File: config.mk
export PLATFORM = sky130hd
export DESIGN_NAME = branch_resolve_queue
export DESIGN_NICKNAME = d
export VERILOG_FILES = /design/src/rtl/branch_resolve_queue.sv
export SDC_FILE = /design/constraint.sdc
export NUM_CORES = 1
export LEC_CHECK = 0
export BUFFER_PORTS_ARGS = -buffer_cell sky130_fd_sc_hd__buf_2
export CORE_MARGIN = 1
export CORE_UTILIZATION = 30
export CTS_BUF_LIST = sky130_fd_sc_hd__clkbuf_8 sky130_fd_sc_hd__clkbuf_16
export CTS_CLUSTER_SIZE = 25
export DETAILED_ROUTE_END_ITERATION = 7
export SETUP_SLACK_MARGIN = 0.3
export SYNTH_ARGS = -nofsm -noshare
export SYNTH_HDL_FRONTEND = slang
export SYNTH_SLANG_ARGS = --single-unit
File: constraint.sdc
create_clock -name clk_i -period 14 [get_ports clk_i]
set_input_delay 2.1 -clock clk_i [delete_from_list [all_inputs] [get_ports clk_i]]
set_output_delay 2.1 -clock clk_i [all_outputs]
set_load 0.02 [all_outputs]
File: src/rtl/branch_resolve_queue.sv
// In-order queue of in-flight branch predictions. Resolutions are popped from the head
// and turned into one-cycle training updates. A misprediction squashes every younger entry.
module branch_resolve_queue #(
  parameter int DEPTH = 8,
  parameter int PC_W  = 32,
  parameter int CNT_W = 16
) (
  input  logic                      clk_i,
  input  logic                      reset_i,
  input  logic                      alloc_v_i,
  input  logic [PC_W-1:0]           alloc_pc_i,
  input  logic                      alloc_pred_local_i,
  input  logic                      alloc_pred_global_i,
  input  logic                      alloc_pred_final_i,
  output logic                      alloc_ready_o,
  input  logic                      resolve_v_i,
  input  logic                      resolve_taken_i,
  input  logic                      flush_i,
  output logic                      upd_v_o,
  output logic [PC_W-1:0]           upd_pc_o,
  output logic                      upd_taken_o,
  output logic                      upd_local_ok_o,
  output logic                      upd_global_ok_o,
  output logic                      mispredict_o,
  output logic [$clog2(DEPTH):0]    count_o,
  output logic [CNT_W-1:0]          misp_cnt_o,
  output logic                      err_o
);
  localparam int PTR_W = $clog2(DEPTH);
  localparam int CW    = PTR_W + 1;
  localparam logic [CW-1:0] DEPTH_C = CW'(DEPTH);

  logic [PC_W-1:0]  pc_mem  [DEPTH];
  logic             loc_mem [DEPTH];
  logic             glb_mem [DEPTH];
  logic             fin_mem [DEPTH];
  logic [PTR_W-1:0] wr_ptr;
  logic [PTR_W-1:0] rd_ptr;
  logic [CW-1:0]    count;
  logic             alloc_ok;
  logic             res_ok;
  logic             misp;

  assign count_o       = count;
  assign alloc_ready_o = (count < DEPTH_C);
  assign alloc_ok      = alloc_v_i & alloc_ready_o;
  assign res_ok        = resolve_v_i & (count != '0);
  assign misp          = res_ok & (fin_mem[rd_ptr] != resolve_taken_i);

  // Storage is never reset; only slots between rd_ptr and wr_ptr are meaningful.
  always_ff @(posedge clk_i) begin
    if (alloc_ok && !reset_i && !flush_i && !misp) begin
      pc_mem[wr_ptr]  <= alloc_pc_i;
      loc_mem[wr_ptr] <= alloc_pred_local_i;
      glb_mem[wr_ptr] <= alloc_pred_global_i;
      fin_mem[wr_ptr] <= alloc_pred_final_i;
    end
  end

  always_ff @(posedge clk_i) begin
    if (reset_i) begin
      wr_ptr          <= '0;
      rd_ptr          <= '0;
      count           <= '0;
      upd_v_o         <= 1'b0;
      upd_pc_o        <= '0;
      upd_taken_o     <= 1'b0;
      upd_local_ok_o  <= 1'b0;
      upd_global_ok_o <= 1'b0;
      mispredict_o    <= 1'b0;
      misp_cnt_o      <= '0;
      err_o           <= 1'b0;
    end else begin
      upd_v_o      <= 1'b0;
      mispredict_o <= 1'b0;
      if (flush_i) begin
        rd_ptr <= wr_ptr;
        count  <= '0;
      end else begin
        if ((alloc_v_i && !alloc_ready_o) || (resolve_v_i && count == '0)) begin
          err_o <= 1'b1;
        end
        if (res_ok) begin
          upd_v_o         <= 1'b1;
          upd_pc_o        <= pc_mem[rd_ptr];
          upd_taken_o     <= resolve_taken_i;
          upd_local_ok_o  <= (loc_mem[rd_ptr] == resolve_taken_i);
          upd_global_ok_o <= (glb_mem[rd_ptr] == resolve_taken_i);
          mispredict_o    <= misp;
          rd_ptr          <= rd_ptr + PTR_W'(1);
        end
        // A wrong head squashes everything younger, including this cycle's allocation.
        if (misp) begin
          wr_ptr <= rd_ptr + PTR_W'(1);
          count  <= '0;
          if (misp_cnt_o != '1) begin
            misp_cnt_o <= misp_cnt_o + CNT_W'(1);
          end
        end else begin
          if (alloc_ok) begin
            wr_ptr <= wr_ptr + PTR_W'(1);
          end
          if (alloc_ok && !res_ok) begin
            count <= count + CW'(1);
          end else if (!alloc_ok && res_ok) begin
            count <= count - CW'(1);
          end
        end
      end
    end
  end
endmodule

==> results of run 1 <==
[flip-flops by register name (all words and copies together), names as in the netlist, 4 cells and up, named ones only]
name and count:
fin_mem 8, count_o 4, upd_pc_o 32, loc_mem 8
glb_mem 8, pc_mem 256, misp_cnt_o 16
[power by group]
group	internal, mW	switching [mW]
Sequential	1.15	0.0306
Combinational	0.115	0.148
Clock	0.489	0.397
Total	1.75	0.576
[cells in the final DEF, fill, tap and decap left out, types with 2 or more instances in the layout]
cell	synthesis	final
a211oi_1	36	36
clkinv_2	0	8
inv_1	4	8
clkinv_1	0	6
nand2b_1	2	2
o21ai_0	6	6
and3_2	0	2
nand4_1	7	7
mux4_2	64	64
a21oi_1	16	16
nand2_1	18	18
nor3b_2	0	2
buf_4	1	7
xnor2_1	13	13
dfxtp_4	0	2
nor2_4	1	2
or4_1	2	2
dfxtp_1	67	64
buf_2	6	99
mux4_1	4	4
and3b_2	0	4
nor3_1	9	9
nor2b_1	4	4
or3_1	3	3
xor2_1	7	7
clkbuf_16	0	34
edfxtp_1	280	280
ha_1	6	6
bufinv_16	0	2
clkinvlp_4	0	3
clkinv_8	0	2
o31ai_1	2	2
nor2_1	59	58
mux2i_1	41	41
and3_1	5	3
nand3_1	5	5
[how the worst min path moves through the flow]
| stage | startpoint | endpoint | slack (ns) | depth (start not counted) |
|---|---|---|---|---|
| floorplan | upd_taken_o$_SDFFE_PP0P_ | upd_taken_o$_SDFFE_PP0P_ | 0.55 | 2 |
| global placement | err_o$_SDFFE_PP0P_ | err_o$_SDFFE_PP0P_ | 0.45 | 2 |
| CTS | upd_taken_o$_SDFFE_PP0P_ | upd_taken_o$_SDFFE_PP0P_ | 0.48 | 2 |
| global route | err_o$_SDFFE_PP0P_ | err_o$_SDFFE_PP0P_ | 0.50 | 2 |
| detailed placement | err_o$_SDFFE_PP0P_ | err_o$_SDFFE_PP0P_ | 0.46 | 2 |
| finish | err_o$_SDFFE_PP0P_ | err_o$_SDFFE_PP0P_ | 0.47 | 2 |
[cell usage after synthesis (all sizes together) (2+ instances only)]
master / instances / area [µm²]
a211oi: 37 / 290.3
a21oi: 16 / 80.08
and3: 5 / 31.28
and3b: 5 / 43.79
buf: 16 / 86.34
clkbuf: 26 / 98.84
dfxtp: 67 / 1341
edfxtp: 280 / 8408
ha: 6 / 75.07
inv: 4 / 15.01
mux2i: 41 / 410.4
mux4: 68 / 1546
nand2: 19 / 73.82
nand2b: 2 / 12.51
nand3: 5 / 25.02
nand4: 7 / 43.79
nor2: 60 / 232.7
nor2b: 4 / 25.02
nor3: 9 / 45.04
nor3b: 3 / 22.52
o21ai: 6 / 30.03
o31ai: 2 / 15.01
or3: 3 / 18.77
or4: 2 / 15.01
xnor2: 13 / 113.9
xor2: 7 / 61.31
[metal layers]
layer	global-route usage	routed length, µm	share of wire	vias up
met3	0.02427	1189	0.044	32
met4	0.02808	357	0.013	0
met2	0.1958	12940	0.48	149
li1	-	-	-	3136
met1	0.1657	12620	0.47	3506
met5	0	0	0	-
[stage by stage]
| stage | hold WS, ns | util | area, µm² | power, mW |
|---|---|---|---|---|
| floorplan | 0.5543 | - | 13400 | 1.391 |
| global placement | 0.4473 | 0.3294 | 14540 | 1.467 |
| detailed placement | 0.4635 | 0.3294 | 14540 | 1.470 |
| finish | 0.4699 | 0.3541 | 15630 | 2.329 |
| CTS | 0.4762 | 0.3541 | 15620 | 2.362 |
| global route | 0.4958 | 0.3541 | 15620 | 2.426 |
[worst register-to-register path, stage by stage, from the launching register on]
cell and delay, ns:
dfxtp_1 0.62, mux2i_1 0.23, a22oi_4 0.33, nand2_2 0.12, mux2i_1 0.36, nor3_1 0.51, and3_2 1.01
[cell families (layout without fill, tap and decap cells)]
logic type                 count (synthesis)  in the layout  synth area share
adders and majority gates                  7              7          0.007097
buffers and inverters                     46            172           0.01494
AOI/OAI and AO/OA                         72             72           0.04063
other                                      0              1                 0
muxes                                    110            110            0.1472
DFF                                      347            347            0.7277
xor gates and xnor gates                  20             20           0.01307
and+or+nand+nor                          132            132           0.04940
[area by class of cell]
type | count | area, µm²
sequential | 347 | 9758
clock buffer | 34 | 850.8
timing repair buffer | 106 | 548.0
fill | 4253 | 28500
inverter | 4 | 15.01
clock inverter | 28 | 236.5
tap | 592 | 740.7
multi-input combinational | 341 | 3473
antenna | 1 | 2.502
==> flow_summary.json, run 1 <==
{
  "status": "completed",
  "slowest_stage": "mux2i_1",
  "ys.flop_type": "edfxtp_1",
  "ctsHoldBuffers": 0,
  "cp_num_buf_inv": 1,
  "setup_ws_ns": 9.717,
  "netlist_instances": 734,
  "synth_edf_count": 280,
  "clk_pin_slew_worst_paths_ns": 0.06,
  "drcViolationCount": 0,
  "rsz0062_at_grt": "false",
  "antenna_found_initial": 1,
  "worst_r2r_path_depth": 6,
  "cp-start-kind": "input port",
  "final_layout_size_suffix_gt1_frac": 0.2814,
  "ys_warn_count": 0,
  "grt_overflow": 0,
  "drtPass1Iterations": 5,
  "layout.nets": 882,
  "rrSetupSlack_ns": 10.43,
  "cts_resized": 0,
  "postSynthAreaPerCell_um2": 18.25,
  "cp_top_family": "simple AND/OR/NAND/NOR gates",
  "via_count": 6823,
  "async_reset_ff_frac": 0,
  "instances_no_fill": 1453,
  "start_util": 0.3036,
  "period_share": 0.3059,
  "slew_violations": 0,
  "initialDrtViolationCount": 502,
  "grt_pass1_vias": 6958,
  "clock.fmax_mhz": 233.5,
  "worstPathRequired_ns": 14.11,
  "grt_pass1_wl_um": 41520,
  "place_ws_ns": 9.176,
  "cts_tree": "yes",
  "p_leak_nw": 5.029,
  "cts_buffers": 34,
  "timing.hold.worst.class": "reg2reg",
  "slew_headroom": 0.2616,
  "endpoint": "pc_mem[6][4]$_DFFE_PP_",
  "syn2layout_area_growth_pct": 16.62,
  "grt_max_degree": 72,
  "synth_area_mm2": 0.01340,
  "crit_chain": "buf_2 -> o41a_1 -> nand2_1 -> mux2i_1 -> nor3_1 -> and3_2",
  "yosys_register_bits": 347,
  "drt_wl_total_um": 27110,
  "placed_cells": 1390,
  "slowest_delay_ns": 0.78,
  "avgViaCountPerCell": 4.696,
  "cp-startpoint": "resolve_v_i",
  "ir_drop_mv": 0.09350,
  "rows": 77,
  "die_w_um": 213.3,
  "post_cts_buffers": 0,
  "worstPathMaxFanout": 35,
  "ys_types": 55,
  "routedWlPerCell_um": 18.66,
  "ios": 100,
  "cts_max_path_buffers": 3,
  "die_h_um": 213.3,
  "rr_endpoint": "pc_mem[6][4]$_DFFE_PP_",
  "critical_path_cell_count": 6,
  "grt_usage": 0.1204,
  "finalWeightedCongestion": 0.7333,
  "maxCapViolations": 0,
  "setup_violations": 0,
  "min_period_ns": 4.283,
  "dp_hpwl_um": 15500,
  "core_mm2": 0.04412,
  "die_area_mm2": 0.04551,
  "cts.sinks": 347,
  "clock_latency_ns": 0.54,
  "hold_viol": 0,
  "worst_slew_pin_slew_ns": 1.108,
  "power_density_mw_per_mm2": 149.0,
  "cts_max_level": 2,
  "cp-end-kind": "flip-flop",
  "syn_nets": 782,
  "postRouteAntennaNets": 0,
  "worst_clock_skew_ns": 0.02464,
  "crit_type": "in2reg",
  "yosysSeqAreaShare": 0.7277,
  "fin_setup_tns_ns": 0,
  "worst_ep_arrival_time_ns": 4.40,
  "cts-root-buf": "clkbuf_16",
  "port_buffers": 99
}
Power figures use the tool's default switching activity.
==> inputs of run 2 (changes only) <==
==> constraint.sdc (replaced) <==
create_clock -name clk_i -period 4.3 [get_ports clk_i]
set_input_delay 0.645 -clock clk_i [delete_from_list [all_inputs] [get_ports clk_i]]
set_output_delay 0.645 -clock clk_i [all_outputs]
set_load 0.02 [all_outputs]
==> flow_summary.json, run 2 (synthesized netlist as in run 1, its figures left out) <==
{
  "clock_latency_ns": 0.53,
  "grt_pass1_wl_um": 41630,
  "rows": 77,
  "final_layout_size_suffix_gt1_frac": 0.2910,
  "slew_violations": 0,
  "drt_wl_total_um": 27160,
  "clk_pin_slew_worst_paths_ns": 0.06,
  "port_buffers": 99,
  "grt_overflow": 0,
  "die_w_um": 213.3,
  "placed_cells": 1400,
  "ios": 100,
  "crit_type": "reg2reg",
  "clock.fmax_mhz": 283.9,
  "slowest_delay_ns": 0.84,
  "cts_buffers": 36,
  "top_regs": "pc_mem: 256 flops, upd_pc_o: 32 flops, misp_cnt_o: 16 flops",
  "initialDrtViolationCount": 425,
  "antenna_found_initial": 2,
  "cts_tree": "yes",
  "routedWlPerCell_um": 18.52,
  "drcViolationCount": 0,
  "worstPathRequired_ns": 4.48,
  "largest-register": "pc_mem",
  "timing.hold.worst.class": "in2reg",
  "cts_max_level": 2,
  "crit_chain": "mux2_4 -> a2bb2oi_4 -> nand2_2 -> mux2i_1 -> nor3_1 -> nor3b_4 -> buf_4",
  "start_util": 0.3036,
  "grt_pass1_vias": 6954,
  "slew_headroom": 0.3377,
  "maxCapViolations": 0,
  "worstPathMaxFanout": 23,
  "die_h_um": 213.3,
  "grt_max_degree": 64,
  "cts_resized": 0,
  "fin_setup_tns_ns": 0,
  "worst_slew_pin_slew_ns": 0.9935,
  "largest_reg_flops": 256,
  "via_count": 6821,
  "cts.sinks": 347,
  "cts-root-buf": "clkbuf_16",
  "p_leak_nw": 5.168,
  "slowest_stage": "nor3b_4",
  "rsz0062_at_grt": "false",
  "syn2layout_area_growth_pct": 18.22,
  "status": "completed",
  "total_power_mw": 7.805,
  "worst_clock_skew_ns": 0.02354,
  "nFillCells": 4186,
  "core_mm2": 0.04412,
  "ctsHoldBuffers": 0,
  "instances_no_fill": 1466,
  "postRouteAntennaNets": 0,
  "worst_ep_arrival_time_ns": 3.70,
  "cts_max_path_buffers": 3,
  "grt_usage": 0.1222,
  "layout_commonest_cell": "edfxtp_1",
  "ir_drop_mv": 0.2653,
  "die_area_mm2": 0.04551,
  "drtPass1Iterations": 5,
  "finalWeightedCongestion": 0.7280,
  "layout_common_cells": "edfxtp_1 (280), buf_2 (99), mux4_2 (64), dfxtp_1 (64), nor2_1 (58)",
  "avgViaCountPerCell": 4.653,
  "hold_viol": 0,
  "cp-start-kind": "flip-flop",
  "cp-end-kind": "flip-flop",
  "min_period_ns": 3.523,
  "dp_hpwl_um": 16330,
  "layout.nets": 894,
  "period_share": 0.8192,
  "setup_violations": 0,
  "post_cts_buffers": 0,
  "power_density_mw_per_mm2": 492.8
}
run 2: cell count changes in the layout (fill, tap and decap cells not counted), sizes merged:
cell	change
bufinv	+2
clkinvlp	-3
clkinv	-8
clkbuf	+6
buf	+10
inv	+6
run 2: layout make-up:
cell class | instances | area [µm²] | share of cell area
flip-flops and latches | 347 | 9758 | 0.6161
multi-input cells | 341 | 3486 | 0.2201
clock buffers | 40 | 955.9 | 0.06035
well taps | 592 | 740.7 | 0.04677
repair buffers | 116 | 648.1 | 0.04092
clock inverters | 25 | 232.7 | 0.01469
inverters | 4 | 15.01 | 0.0009479
diodes | 1 | 2.502 | 0.0001580
run 2: worst paths after layout:
check / from / to / slack [ns] / cells past startpoint
setup / recovery: flip-flop / pc_mem[0][30]$_DFFE_PP_ / 0.78 / 7
hold / removal: alloc_pc_i[15] / pc_mem[4][15]$_DFFE_PP_ / 0.39 / 1
setup reg to reg: flip-flop / pc_mem[0][30]$_DFFE_PP_ / 0.78 / 7
hold reg to reg: upd_taken_o$_SDFFE_PP0P_ / upd_taken_o$_SDFFE_PP0P_ / 0.48 / 2
run 2: critical path, delay by kind of cell (launching register included):
family                 cells  cell delay [ns]
AOI/OAI and AO/OA          1             0.20
buffers and inverters      1             0.49
DFF                        1             0.59
muxes                      2             0.46
and+or+nand+nor            3             1.40
run 2: report_power, final:
group / switching, mW / leakage [nW] / internal, mW
Clock: 1.25 / 0.623 / 1.84
Combinational: 0.456 / 1.48 / 0.386
Sequential: 0.128 / 3.07 / 3.74
Total: 1.83 / 5.17 / 5.97
run 2: through the flow:
step | hold slack [ns] | util | setup WS (ns) | instance area [µm²]
after global routing | 0.3840 | 0.3589 | 0.5646 | 15840
after detailed placement | 0.4668 | 0.3320 | 0.7992 | 14650
after CTS | 0.3591 | 0.3589 | 0.7480 | 15840
after floorplan | 0.5543 | - | 0.8131 | 13410
final | 0.3863 | 0.3590 | 0.7773 | 15840
after global placement | 0.4505 | 0.3320 | 0.8894 | 14650
run 2: per-layer routing:
metal  part of all wire  vias up  track usage
met4              0.016        2      0.03202
met2               0.48      184       0.2004
met3              0.062       35      0.02780
met5            0.00048        -            0
li1                   -     3166            -
met1               0.44     3434       0.1631
==> inputs of run 3 (changes only) <==
==> constraint.sdc (replaced) <==
create_clock -name clk_i -period 3.5 [get_ports clk_i]
set_input_delay 0.525 -clock clk_i [delete_from_list [all_inputs] [get_ports clk_i]]
set_output_delay 0.525 -clock clk_i [all_outputs]
set_load 0.02 [all_outputs]
==> flow_summary.json, run 3 (synthesized netlist as in run 1, its figures left out) <==
{
  "final_layout_size_suffix_gt1_frac": 0.2990,
  "slew_violations": 0,
  "timing.hold.worst.class": "in2reg",
  "power_switching_mw": 2.341,
  "layout_common_cells": "edfxtp_1 (280), buf_2 (99), mux4_2 (64), dfxtp_1 (64), nor2_1 (58)",
  "syn2layout_area_growth_pct": 19.36,
  "ir_drop_mv": 0.3239,
  "dp_hpwl_um": 17220,
  "placed_cell_area_mm2": 0.01474,
  "cts_buffers": 38,
  "top_regs": "pc_mem: 256 flops, upd_pc_o: 32 flops, misp_cnt_o: 16 flops",
  "fin_area_mm2": 0.01599,
  "grt_pass1_vias": 7063,
  "worst_slew_pin_slew_ns": 0.7989,
  "clk_pin_slew_worst_paths_ns": 0.06,
  "maxCapViolations": 0,
  "cts_max_level": 2,
  "pwr-share-comb": 0.111,
  "setup_violations": 0,
  "nFillCells": 4185,
  "p_int_mw": 7.320,
  "avgViaCountPerCell": 4.655,
  "drtPass1Iterations": 7,
  "diodes": 0,
  "rows": 77,
  "clock_latency_ns": 0.54,
  "ctsHoldBuffers": 0,
  "p_sw_frac": 0.2423,
  "antenna_found_initial": 5,
  "fin_setup_tns_ns": 0,
  "grt_pass1_wl_um": 42280,
  "cts_max_path_buffers": 3,
  "postRouteAntennaNets": 0,
  "worst_clock_skew_ns": 0.02424,
  "routedWlPerCell_um": 18.68,
  "pwr-share-seq": 0.490,
  "min_period_ns": 2.922,
  "placed_cells": 1406,
  "crit_type": "reg2reg",
  "grt_max_degree": 64,
  "worstPathMaxFanout": 21,
  "start_util": 0.3036,
  "grt_usage": 0.1247,
  "final_core_util": 0.3624,
  "core_mm2": 0.04412,
  "initialDrtViolationCount": 424,
  "power_density_mw_per_mm2": 604.1,
  "die_h_um": 213.3,
  "cts.sinks": 347,
  "period_share": 0.8348,
  "total_power_mw": 9.660,
  "die_w_um": 213.3,
  "hold_viol": 0,
  "drt_wl_total_um": 27550,
  "post_cts_buffers": 0,
  "rsz0062_at_grt": "false",
  "largest-register": "pc_mem",
  "worstPathRequired_ns": 3.73,
  "grt_overflow": 0,
  "layout.nets": 902,
  "cp-start-kind": "flip-flop",
  "power.share.clock": 0.400,
  "drcViolationCount": 0,
  "cts-root-buf": "clkbuf_16",
  "clock.fmax_mhz": 342.3,
  "ios": 100,
  "port_buffers": 99,
  "worst_ep_arrival_time_ns": 3.15,
  "cts_tree": "yes",
  "via_count": 6866,
  "slew_headroom": 0.4674,
  "die_area_mm2": 0.04551,
  "status": "completed",
  "p_leak_nw": 5.226,
  "finalWeightedCongestion": 0.7434,
  "cp-end-kind": "flip-flop",
  "instances_no_fill": 1475,
  "layout_commonest_cell": "edfxtp_1",
  "cts_resized": 0,
  "largest_reg_flops": 256
}
## run 3: power groups by stage
stage          logic (mW)  clock network [mW]  registers [mW]
3_5_place_dp         1.09                   0            4.82
5_1_grt              1.18                4.14            4.75
3_3_place_gp         1.09                   0            4.82
2_1_floorplan       0.724                   0            4.84
4_1_cts              1.09                3.98            4.74
6_report             1.07                3.86            4.73
## run 3: stage by stage
| step | hold slack (ns) | worst slack, ns |
|---|---|---|
| after floorplan | 0.5543 | 0.4545 |
| after global placement | 0.4482 | 0.6866 |
| after detailed placement | 0.4871 | 0.5465 |
| after CTS | 0.2201 | 0.5407 |
| after global routing | 0.2372 | 0.3109 |
| final | 0.2517 | 0.5784 |
## run 3: area by class of cell
cell class                      count  area, µm²  area share
Sequential cell                   347       9758      0.6102
Multi-Input combinational cell    341       3486      0.2180
Clock buffer                       45       1047     0.06549
Timing Repair Buffer              122      743.2     0.04648
Tap cell                          592      740.7     0.04632
Clock inverter                     24      201.4     0.01260
Inverter                            4      15.01   0.0009389
## run 3: routing by layer
metal | up-vias | routed length, µm | track usage
met5 | - | 51 | 0
met4 | 8 | 562 | 0.03498
met3 | 50 | 1343 | 0.02986
met2 | 141 | 12810 | 0.1985
met1 | 3490 | 12780 | 0.1696
li1 | 3177 | - | -
## run 3: final timing paths
check | slack (ns) | end | depth (start not counted) | startpoint
worst max-delay path | 0.58 | loc_mem[6]$_DFFE_PP_ | 7 | flip-flop
worst min-delay path | 0.25 | pc_mem[5][23]$_DFFE_PP_ | 1 | alloc_pc_i[23]
worst max register to register | 0.58 | loc_mem[6]$_DFFE_PP_ | 7 | flip-flop
worst min register to register | 0.49 | err_o$_SDFFE_PP0P_ | 2 | err_o$_SDFFE_PP0P_
## run 3: critical path: stages, from the launching register on
cell	delay (ns)
dfxtp_1	0.56
mux2_4	0.36
a2bb2oi_4	0.20
nand2_2	0.10
mux2i_1	0.12
nor3_1	0.45
and3_2	0.58
buf_12	0.25
